[src/rtl/inst_sram_axi_bridge.sv]
// Instruction-fetch bridge: turns SRAM-like fetch requests into single-beat AXI reads.
// All requests share one AXI ID, so read data comes back in request order.
module inst_sram_axi_bridge #(
    parameter logic [3:0] ARID    = 4'd0,
    parameter int         MAX_OUT = 2
) (
    input  logic        clk,
    input  logic        resetn,

    input  logic        inst_sram_req,
    input  logic        inst_sram_wr,
    input  logic [1:0]  inst_sram_size,
    input  logic [31:0] inst_sram_addr,
    output logic        inst_sram_addr_ok,
    output logic        inst_sram_data_ok,
    output logic [31:0] inst_sram_rdata,

    output logic [3:0]  arid,
    output logic [31:0] araddr,
    output logic [7:0]  arlen,
    output logic [2:0]  arsize,
    output logic [1:0]  arburst,
    output logic        arvalid,
    input  logic        arready,

    input  logic [3:0]  rid,
    input  logic [31:0] rdata,
    input  logic [1:0]  rresp,
    input  logic        rlast,
    input  logic        rvalid,
    output logic        rready,

    output logic        dbg_ar_state,
    output logic [1:0]  dbg_cnt
);

    typedef enum logic {
        AR_IDLE = 1'b0,
        AR_REQ  = 1'b1
    } ar_state_t;

    localparam logic [1:0] MAX_CNT = 2'(MAX_OUT);

    ar_state_t  ar_state;
    logic [1:0] cnt;
    logic       r_take;
    logic       unused_ok;

    // Handshakes: a transfer happens on a rising edge where valid and ready are both 1;
    // arvalid/araddr/arsize never change while arvalid is high and arready is low.
    assign inst_sram_addr_ok = resetn && (ar_state == AR_IDLE) && inst_sram_req && (cnt < MAX_CNT);
    assign rready            = resetn && (cnt != 2'd0);
    assign r_take            = rvalid && rready && (rid == ARID);

    assign arid    = ARID;
    assign arlen   = 8'd0;
    assign arburst = 2'b01;

    assign dbg_ar_state = ar_state;
    assign dbg_cnt      = cnt;

    assign unused_ok = ^{inst_sram_wr, rresp, rlast};

    always_ff @(posedge clk) begin
        if (!resetn) begin
            ar_state          <= AR_IDLE;
            arvalid           <= 1'b0;
            araddr            <= 32'd0;
            arsize            <= 3'd0;
            cnt               <= 2'd0;
            inst_sram_data_ok <= 1'b0;
            inst_sram_rdata   <= 32'd0;
        end else begin
            case (ar_state)
                AR_IDLE: begin
                    if (inst_sram_addr_ok) begin
                        ar_state <= AR_REQ;
                        arvalid  <= 1'b1;
                        araddr   <= inst_sram_addr;
                        arsize   <= {1'b0, inst_sram_size};
                    end
                end
                AR_REQ: begin
                    if (arready) begin
                        ar_state <= AR_IDLE;
                        arvalid  <= 1'b0;
                    end
                end
                default: begin
                    ar_state <= AR_IDLE;
                    arvalid  <= 1'b0;
                end
            endcase

            // An accept and a return in the same cycle cancel out.
            case ({inst_sram_addr_ok, r_take})
                2'b10:   cnt <= cnt + 2'd1;
                2'b01:   cnt <= cnt - 2'd1;
                default: cnt <= cnt;
            endcase

            inst_sram_data_ok <= r_take;
            if (r_take) begin
                inst_sram_rdata <= rdata;
            end
        end
    end

endmodule

[config.mk]
export PLATFORM = sky130hd
export DESIGN_NAME = inst_sram_axi_bridge
export DESIGN_NICKNAME = d
export VERILOG_FILES = /design/src/rtl/inst_sram_axi_bridge.sv
export SDC_FILE = /design/constraint.sdc
export NUM_CORES = 1
export LEC_CHECK = 0
export ABC_AREA = 1
export CORE_MARGIN = 2
export CORE_UTILIZATION = 38
export CTS_CLUSTER_DIAMETER = 50
export DETAILED_ROUTE_END_ITERATION = 7
export PLACE_DENSITY = 0.77
export SLEW_MARGIN = 20
export SYNTH_ARGS = -nofsm -noshare
export SYNTH_HDL_FRONTEND = slang
export SYNTH_SLANG_ARGS = --single-unit
export TNS_END_PERCENT = 30
[constraint.sdc]
create_clock -name clk -period 2.1 [get_ports clk]
set_input_delay 0.525 -clock clk [delete_from_list [all_inputs] [get_ports clk]]
set_output_delay 0.525 -clock clk [all_outputs]
set_load 0.05 [all_outputs]
# Word-level counts from Yosys, hierarchy flattened
# Cells that the tools add are included.
[totals]
reg_bits = 71
word_cells = 33
out_inout_bits = 88
inputBits = 79
[classes]
n_bitwise = 1
reduce_logical = 11
magnitude_cmp = 1
n_addsub = 2
muxes = 7
n_eq_ne = 4
[op_table]
columns = ["operator", "n"]
rows = [
  ["$logic_and A1 B1 Y1", 6],
  ["$logic_not A4 Y1", 1],
  ["$mux W1", 4],
  ["$ne A2 B2 Y1 const B", 2],
  ["$pmux W1 S2", 2],
  ["$pmux W2 S2", 1],
  ["$reduce_and A2 Y1", 2],
  ["$reduce_bool A2 Y1", 2],
  ["$add A2 B1 Y2 const B", 1],
  ["$eq A2 B1 Y1 const B", 1],
  ["$eq A2 B2 Y1 const B", 1],
  ["$lt A2 B2 Y1 const B", 1],
  ["$sub A2 B1 Y2 const B", 1],
  ["$not A1 Y1", 1],
]

# Longest topological paths before layout
# Gate-level depths: netlist of the first run.
[logic_depth]
ltp_word = 6
depth_mapped = 11
depth_no_buf = 10

# Worst setup path before layout of the first run
# OpenSTA, ideal clock, no wires.
[synth_path]
path_kind = "input to register"
from = "input port resetn"
to = "register cnt[1], in the netlist dbg_cnt[1]"
n_path_buf = 3
path_slack_ps = 251
path_stages = 10
t_required_ps = 1987
setup_time_ps = 113
arrival_ps = 1736
path_cell_list = "buf_4 nand3_1 buf_4 buf_6 ha_1 or2_2 nand3_1 nand2_1 nand2_1 nor2_1"
[synth_between]
elab_chain_len = 5
word_cells_on_any_way = 10
cone_classes = "eq/ne (2); mux (1); reduce/logical (7)"
[synth_rtl]
columns = ["element", "line", "source"]
rows = [
  ["from (decl)", "8", "input logic resetn,"],
  ["$logic_and A1 B1 Y1, on equally long branches", "52, 51", ""],
  ["$logic_and A1 B1 Y1, on equally long branches (2 in a row)", "53, 51", ""],
  ["$eq A2 B1 Y1 or $eq A2 B2 Y1 (tied branches)", "96", "case ({inst_sram_addr_ok, r_take})"],
  ["$pmux W2 S2 or $reduce_bool A2 Y1 (tied branches)", "n/a", ""],
  ["to (signal assigned)", "97", "2'b10: cnt <= cnt + 2'd1;"],
  ["to (signal assigned)", "98", "2'b01: cnt <= cnt - 2'd1;"],
  ["to (signal assigned)", "99", "default: cnt <= cnt;"],
  ["to (decl)", "45", "logic [1:0] cnt;"],
]
# Several ways; a longest one is shown, not always the timed one.
# A chain may end at the register's enable or synchronous reset.

# Final worst setup path of the first run
[layout_path]
from = "register arvalid"
to = "output port arvalid"
[layout_lines]
columns = ["element", "line", "source"]
rows = [
  ["from (decl)", "23", "output logic arvalid,"],
  ["from (signal assigned)", "67", "arvalid <= 1'b0;"],
  ["from (signal assigned)", "78", "arvalid <= 1'b1;"],
  ["from (signal assigned)", "86", "arvalid <= 1'b0;"],
]
# No word-level cell between the ends.

==> impl_metrics.tcl, run 1 <==
set metrics [dict create \
    outcome "finished, final reports clean" \
    synth_edf_count 0 \
    synth_top_flop_cell "dfxtp_1" \
    synth_area_sq_mm 0.00295 \
    firstDrtPassIters 4 \
    p_switching_w 0.000984 \
    r2r_end "dbg_cnt[1]" \
    clk_path_buf_depth 2 \
    syn_avg_cell_area_sq_um 7.23 \
    clkLatencyLatePin_ns 0.33 \
    p_sw_frac 0.303 \
    dieHeight_microns 92.1 \
    grt_pass1_wl_microns 12600 \
    whs_endpoint "araddr[11]" \
    synth.area.top_cells "dfxtp_1 (48%), nand2_1 (14%), nand3_1 (12%), nor2_1 (9.0%), buf_4 (4.8%)" \
    fin_util 0.608 \
    final_cell_area_sq_mm 0.00462 \
    ir_drop_uv 418 \
    cp_cell_sequence "clkdlybuf4s50_1" \
    finalHoldViolations 0 \
    cts_setup_buffers 0 \
    max_clock_freq_mhz 493 \
    yosysTopAreaCell "dfxtp_1" \
    cts_hold_buf 0 \
    worst_pin_slew_ns 0.542 \
    cts_num_sinks 71 \
    required_ns 1.57 \
    core_sq_mm 0.00761 \
    ys_async_sr_fraction 0 \
    reg2reg_depth 8 \
    portBuffers 147 \
    cts_max_level 3 \
    p_leak_nw 2.10 \
    setup_viol 0 \
    finalNetCount 629 \
    worstHoldStart "araddr[11]" \
    r2r_start "dbg_cnt[1]" \
    rows 32 \
    clock_power_share 0.329 \
    start_kind "register" \
    critical_path_class "register to output port" \
    post-route-period-util 0.966 \
    num_vias 2891 \
    worst_slack_ns 0.0705 \
    drv_cap 0 \
    grt_max_degree 36 \
    cp-end-kind "output port" \
    wl_per_cell_microns 11.7 \
    dieWidth_microns 92.1 \
    crit_fanout 2 \
    grt-ovfl-total 0 \
    syn_to_final_growth_pct 56.7 \
    internal-power_w 0.00227 \
    critPathArrivalTime_ns 1.50 \
    path_depth 1 \
    min_path_type "register to register" \
    yosysWarnings 0 \
    cts.clk_slew.worst_paths_ns 0.07 \
    drive_above_1_share 0.0740 \
    avgViaCountPerCell 4.41 \
    rsz0062_at_grt "false" \
    die_area_sq_mm 0.00848 \
    antenna_left 0 \
    place_inst 640 \
    cts_buffers 9 \
    critPathSlowestCell "clkdlybuf4s50_1" \
    power_density_mw_per_mm2 703 \
    cts-resized-gates 0 \
    seq_area_frac_synth 0.482 \
    period_minus_slack_ns 2.03 \
    io_pins 167 \
    synth-seq-cells 71 \
    post_dp_cell_area_sq_mm 0.00442 \
    startpoint "arvalid" \
    start_util 0.388 \
    antenna_found_initial 0 \
    yosysTopAreaCellShare 0.482 \
    setup_tns_ns 0 \
    dp_hpwl_microns 5710 \
    worst-r2r-setup-slack_ns 0.58 \
    slew_headroom 0.637 \
    crit_buf_inv 1 \
    worst_path_largest_cell_delay_ns 0.84 \
    post-synth-top-count-cell "nand2_1" \
    cp_top_family "buffers and inverters" \
    slew_viol_final 0 \
    sequentialPowerShare 0.444 \
    holdPathStages 2 \
    cts-root-buf "clkbuf_8" \
    drt_iter0_drc 61 \
    synthCells 408 \
    ys_types 22 \
    synth_common_cells "nand2_1 (108), dfxtp_1 (71), nor2_1 (71)" \
    drcViolationCount 0 \
    n_antenna_cell 0 \
    p_comb_frac 0.228 \
    grt_pass1_vias 2813 \
    skew_ns 0.00628 \
    final_cells 656 \
    pre_cts_ws_ns -0.0167 \
    drt-total-wl_microns 7690 \
    grt_use_total 0.184 \
    cts_tree "yes" \
    gp_congestion 0.732 \
]
-- worst max-delay path by stage --
stage / endpoint / slack [ns]
3_5_place_dp: dbg_cnt[1] / -0.02
5_1_grt: arsize[0] / 0.02
2_1_floorplan: dbg_cnt[1] / 0.25
4_1_cts: arvalid / 0.06
6_report: arvalid / 0.07
3_3_place_gp: dbg_cnt[1] / 0.02
-- flip-flops by register name, summed over array words and instances (netlist names) --
| name | count |
|---|---|
| arvalid | 1 |
| inst_sram_data_ok | 1 |
| dbg_cnt | 2 |
| inst_sram_rdata | 32 |
| araddr | 32 |
| arsize | 2 |
| dbg_ar_state | 1 |
-- layout by cell type, fill, tap and decap left out --
| master | n |
|---|---|
| clkdlybuf4s50_1 | 141 |
| nand2_1 | 108 |
| nor2_1 | 71 |
| dfxtp_1 | 71 |
| nand3_1 | 68 |
| inv_1 | 35 |
| conb_1 | 15 |
| buf_4 | 11 |
| clkbuf_8 | 10 |
| inv_2 | 3 |
| clkinv_2 | 3 |
| buf_12 | 3 |
| o21ai_0 | 2 |
| clkinvlp_4 | 2 |
| nand2_2 | 1 |
| nand3_4 | 1 |
| nor2_8 | 1 |
| o21a_2 | 1 |
| nor2_2 | 1 |
| a21oi_1 | 1 |
| a22oi_2 | 1 |
| or2_2 | 1 |
| ha_1 | 1 |
| bufinv_16 | 1 |
| buf_2 | 1 |
-- area by class of cell --
cell class                 count  area, sq um
fill                         702         2990
clock buffer                  10          138
tap                          102          128
multi-input combinational    273         1170
sequential                    71         1420
clock inverter                 6         60.1
timing repair buffer         156         1560
inverter                      38          143
-- tightest hold or removal path, delay by kind of cell (launching register included) --
family           cells  cell delay (ns)
AND/OR/NAND/NOR      2             0.11
flip-flops           1             0.31
-- per-stage QoR --
stage | power [W] | hold WS (ns)
after global placement | 0.00221 | 0.451
after global routing | 0.00341 | 0.481
final | 0.00325 | 0.464
after floorplan | 0.00193 | 0.633
after CTS | 0.00329 | 0.469
after detailed placement | 0.00222 | 0.458
-- cells by family (layout without fill, tap and decap cells) --
kind of cell,after synthesis,after routing,share of synthesized area
flops,71,71,0.482
other cells,2,15,0.00255
compound gates,5,5,0.0123
simple gates,252,252,0.362
fa+ha+maj,1,1,0.00424
buf+inv,77,210,0.137
-- power groups by stage --
stage                     clock network, W  registers [W]  logic (W)
final                              0.00107        0.00144   0.000740
after floorplan                          0        0.00169   0.000241
after global placement                   0        0.00147   0.000735
after global routing               0.00117        0.00145   0.000788
after CTS                          0.00111        0.00144   0.000745
after detailed placement                 0        0.00147   0.000741
-- layer usage --
layer | share of wire | global-route usage | routed length [microns]
met2 | 0.47 | 0.315 | 3580
met1 | 0.42 | 0.206 | 3220
met4 | 0.016 | 0.0672 | 123
met5 | 0 | 0 | 0
met3 | 0.099 | 0.0723 | 763
Note: power is estimated with default switching activity, not from simulation.
==> run 2, diff against run 1 <==
CTS_CLUSTER_SIZE = 25   (was default)
REMOVE_ABC_BUFFERS = 1   (was default)
==> run 2 against run 1 <==
  * Clock-buffer cell count unchanged
  * Global-route usage up 0.053 points
  * Via count rose by 0.42%
  * Flip-flop and latch count is the same
  * Routed wire length grew 0.53%
  * Largest power group unchanged
  * Critical path depth did not move
  * Core utilization is 0.48 points higher
  * Design area rose by 0.79%
  * Clock skew decreased by 0.0010 ns
  * Highest routed layer unchanged
  * Maximum frequency is 0.22% higher
  * Sequential share of layout area shrank 0.24 points
  * Sequential power about the same
==> impl_metrics.tcl, run 2 (synthesis gave the netlist of run 1 again) <==
set metrics [dict create \
    cts_max_level 3 \
    reg2reg_depth 8 \
    cts_tree "yes" \
    grt_use_total 0.184 \
    cts.clk_slew.worst_paths_ns 0.07 \
    min_path_type "register to register" \
    path_depth 1 \
    portBuffers 147 \
    worst_slack_ns 0.0750 \
    post-route-period-util 0.964 \
    power_density_mw_per_mm2 744 \
    startpoint "araddr[22]" \
    gp_congestion 0.835 \
    syn_to_final_growth_pct 58.0 \
    crit_fanout 2 \
    worst_pin_slew_ns 0.532 \
    rsz0062_at_grt "false" \
    largestRegisters "araddr x32, inst_sram_rdata x32" \
    cp_cell_sequence "clkdlybuf4s50_1" \
    drive_above_1_share 0.0687 \
    grt-ovfl-total 0 \
    worst_path_largest_cell_delay_ns 0.82 \
    die_area_sq_mm 0.00848 \
    critical_path_class "register to output port" \
    setup_tns_ns 0 \
    r2r_start "dbg_cnt[1]" \
    r2r_end "dbg_cnt[1]" \
    drt_iter0_drc 103 \
    antenna_left 0 \
    required_ns 1.57 \
    cts_num_sinks 71 \
    num_vias 2903 \
    slew_viol_final 0 \
    cp_top_family "buffers and inverters" \
    clk_path_buf_depth 2 \
    firstDrtPassIters 4 \
    grt_pass1_wl_microns 12400 \
    start_kind "register" \
    rows 32 \
    clkLatencyLatePin_ns 0.33 \
    finalNetCount 628 \
    antenna_found_initial 0 \
    period_minus_slack_ns 2.02 \
    io_pins 167 \
    drcViolationCount 0 \
    setup_viol 0 \
    critPathArrivalTime_ns 1.50 \
    n_antenna_cell 0 \
    p_leak_nw 2.16 \
    start_util 0.388 \
    slew_headroom 0.644 \
    avgViaCountPerCell 4.43 \
    core_sq_mm 0.00761 \
    cts-root-buf "clkbuf_8" \
    layout_commonest_cell "clkdlybuf4s50_1" \
    cts_setup_buffers 0 \
    grt_pass1_vias 2728 \
    setup.worst_path.end "araddr[22]" \
    drt-total-wl_microns 7730 \
    dp_hpwl_microns 5620 \
    layout_common_cells "clkdlybuf4s50_1 (138), nand2_1 (108), nor2_1 (71), dfxtp_1 (71), nand3_1 (68)" \
    cp-end-kind "output port" \
    max_clock_freq_mhz 494 \
    drv_cap 0 \
    worst-r2r-setup-slack_ns 0.61 \
    ir_drop_uv 448 \
    cts_buffers 9 \
    wl_per_cell_microns 11.8 \
    grt_max_degree 40 \
    outcome "finished, final reports clean" \
    critPathSlowestCell "clkdlybuf4s50_1" \
    pre_cts_ws_ns -0.0364 \
    crit_buf_inv 1 \
    dieHeight_microns 92.1 \
    skew_ns 0.00524 \
    finalHoldViolations 0 \
    dieWidth_microns 92.1 \
]
-- run 2: changes by cell type in the layout (fill, tap and decap cells not counted), sizes merged --
cell / delta
clkdlybuf4s50: -3
buf: -2
bufinv: +2
clkinvlp: -2
dlygate4sd2: +2
dlymetal6s2s: +2
-- run 2: report_power, final --
| group | internal [W] | leakage [nW] | switching, W | total (W) |
|---|---|---|---|---|
| combinational | 0.000280 | 1.46 | 0.000455 | 0.000735 |
| clock | 0.000787 | 0.120 | 0.000499 | 0.00129 |
| sequential | 0.00141 | 0.579 | 0.0000356 | 0.00144 |
| total | 0.00248 | 2.16 | 0.000989 | 0.00347 |
-- run 2: cell type report --
| class | count | area (sq um) |
|---|---|---|
| multi-input cells | 273 | 1170 |
| clock inverters | 6 | 109 |
| inverters | 38 | 143 |
| clock buffers | 10 | 128 |
| well taps | 102 | 128 |
| fillers | 699 | 2950 |
| flip-flops and latches | 71 | 1420 |
| repair buffers | 155 | 1560 |
-- run 2: worst reg2reg max path: stages, from the launching register on --
cell	delay (ns)
dfxtp_1	0.35
nor2_1	0.11
nand3_1	0.13
ha_1	0.24
or2_2	0.28
nand3_1	0.09
nand2_1	0.07
nand2_1	0.07
nor2_1	0.05
-- run 2: repair_timing --
item	in CTS	in global routing
resized for setup	2	2
endpoints found under the hold margin	0	0
hold buffers	0	0
endpoints found under the setup margin	2	2
-- run 2: routing by layer --
layer  vias up  wire [microns]  track usage
li1       1492               -            -
met1      1265            3210        0.213
met2       139            3330        0.287
met3         7            1110        0.110
met4         0              84       0.0547
met5         -               0            0
-- run 2: how the worst min path moves through the flow --
stage                     from  slack [ns]          to  depth (start not counted)
floorplan              arready        0.63     arvalid                          1
global placement     araddr[6]        0.45   araddr[6]                          2
detailed placement     arvalid        0.46     arvalid                          2
CTS                 araddr[18]        0.47  araddr[18]                          2
global route         araddr[9]        0.49   araddr[9]                          2
finish              araddr[30]        0.46  araddr[30]                          2
-- run 2: stage by stage --
step | power [W] | cell area, sq um | hold WS, ns | util | std cells
global route | 0.00362 | 4660 | 0.489 | 0.612 | 655
CTS | 0.00350 | 4650 | 0.468 | 0.612 | 655
finish | 0.00347 | 4660 | 0.464 | 0.612 | 655
detailed placement | 0.00221 | 4420 | 0.457 | 0.581 | 639
floorplan | 0.00187 | 2740 | 0.633 | - | 382
global placement | 0.00221 | 4420 | 0.451 | 0.581 | 639
==> run 3, diff against run 2 <==
CORE_UTILIZATION = 35   (was 38)
PLACE_DENSITY = 0.74   (was 0.77)
clock period = 1.7 ns   (was 2.1 ns; I/O delays follow)
==> run 3 against run 2 <==
  * Non-clock buffer count up 7
  * Setup slack worse by 0.012 ns
  * Critical path depth is 4 higher
  * Clock-buffer cell count shrank 1
  * Register-to-register slack lost 0.52 ns
  * Flip-flop and latch count is the same
  * Clock power grew 35%
  * Global-route usage down 0.86 points
==> impl_metrics.tcl, run 3 (synthesis gave the netlist of run 1 again) <==
set metrics [dict create \
    top_layer_used "met4" \
    start_util 0.361 \
    grt_max_degree 47 \
    io_pins 167 \
    cts-root-buf "clkbuf_8" \
    critical_path_class "register to output port" \
    crit_buf_inv 3 \
    finalNetCount 635 \
    cp-end-kind "output port" \
    outcome "finished, final reports clean" \
    sequentialPowerShare 0.401 \
    worst_path_largest_cell_delay_ns 0.38 \
    die_area_sq_mm 0.00918 \
    worst-r2r-setup-slack_ns 0.09 \
    cts_buffers 9 \
    clock_power_share 0.391 \
    start_kind "register" \
    internal-power_w 0.00321 \
    critPathSlowestCell "dfxtp_4" \
    cp_cell_sequence "nor2_4 -> nand3_2 -> buf_6 -> inv_6 -> buf_12" \
    max_clock_freq_mhz 611 \
    wl_met2_microns 3620 \
    cts_tree "yes" \
    avgViaCountPerCell 4.49 \
    clkLatencyLatePin_ns 0.34 \
    dieWidth_microns 95.8 \
    wl_met3_microns 1080 \
    finalHoldViolations 0 \
    post-route-period-util 0.963 \
    met1_length_microns 3200 \
    wl_per_cell_microns 12.1 \
    grt_use_total 0.176 \
    finalPower_w 0.00445 \
    grt_pass1_vias 2715 \
    required_ns 1.27 \
    crit_fanout 4 \
    drv_cap 0 \
    min_path_type "input port to register" \
    period_minus_slack_ns 1.64 \
    slew_viol_final 0 \
    cts.clk_slew.worst_paths_ns 0.08 \
    core_sq_mm 0.00818 \
    ir_drop_uv 631 \
    dp_hpwl_microns 5720 \
    drcViolationCount 0 \
    largestRegisters "araddr x32, inst_sram_rdata x32" \
    gp_congestion 0.761 \
    n_antenna_cell 0 \
    clk_path_buf_depth 2 \
    cp_top_family "flip-flops" \
    num_vias 2984 \
    firstDrtPassIters 4 \
    timing.hold.ws_ns 0.408 \
    rows 33 \
    setup_viol 0 \
    layout_commonest_cell "nand2_1" \
    grt-ovfl-total 0 \
    worst_slack_ns 0.0633 \
    pre_cts_ws_ns -0.310 \
    p_switching_w 0.00125 \
    layout_common_cells "nand2_1 (107), buf_4 (81), clkdlybuf4s50_1 (72), nor2_1 (70), dfxtp_1 (69)" \
    antenna_left 0 \
    power_density_mw_per_mm2 962 \
    drt_iter0_drc 82 \
    grt_pass1_wl_microns 12400 \
    dieHeight_microns 95.8 \
    portBuffers 147 \
    skew_ns 0.00874 \
    syn_to_final_growth_pct 57.0 \
    p_sw_frac 0.280 \
    p_leak_nw 2.31 \
    critPathArrivalTime_ns 1.21 \
    cts_hold_buf 0 \
    p_comb_frac 0.208 \
    drt-total-wl_microns 8060 \
    drive_above_1_share 0.215 \
    antenna_found_initial 0 \
    cts_max_level 3 \
    cts_num_sinks 71 \
]
run 3: power groups by stage:
stage	Sequential (W)	Clock [W]	Combinational (W)
floorplan	0.00208	0	0.000230
global placement	0.00182	0	0.000911
detailed placement	0.00182	0	0.000916
CTS	0.00178	0.00179	0.000929
global route	0.00179	0.00187	0.000990
finish	0.00178	0.00174	0.000927
run 3: layout make-up:
class / count / area, sq um
clock buffer: 9 / 124
clock inverter: 6 / 134
fill: 781 / 3540
inverter: 38 / 148
multi-input combinational: 273 / 1190
sequential: 71 / 1430
tap: 105 / 131
timing repair buffer: 162 / 1470
run 3: per-stage QoR:
| step | TNS, ns | instance area, sq um | util | std cells |
|---|---|---|---|---|
| 2_1_floorplan | -24.68 | 2740 | - | 382 |
| 3_3_place_gp | -4.60 | 4320 | 0.528 | 646 |
| 3_5_place_dp | -6.47 | 4320 | 0.528 | 646 |
| 4_1_cts | 0 | 4610 | 0.564 | 664 |
| 5_1_grt | -0.0222 | 4630 | 0.566 | 664 |
| 6_report | 0 | 4630 | 0.566 | 664 |
run 3: final timing paths:
path / cells after the start / startpoint / end
worst min-delay path: 3 / resetn / inst_sram_rdata[0]
worst max register to register: 10 / dbg_cnt[1] / dbg_cnt[1]
worst min register to register: 2 / araddr[8] / araddr[8]
worst max-delay path: 5 / dbg_cnt[1] / inst_sram_addr_ok
run 3: routing by layer:
layer,up-vias,GRT usage
li1,1508,-
met1,1325,0.192
met2,136,0.286
met3,15,0.0885
met4,0,0.0798
met5,-,0
run 3: timing repair:
item	in CTS	in global routing
pin swaps	1	2
buffers inserted	3	0
setup endpoints to repair	1	2
gates resized for setup	7	5
run 3: worst reg2reg max path: cells and delay by family (launching register included):
family                     cells  cell delay [ns]
adders and majority gates      1             0.19
and+or+nand+nor                7             0.66
buffers and inverters          2             0.26
DFF                            1             0.38
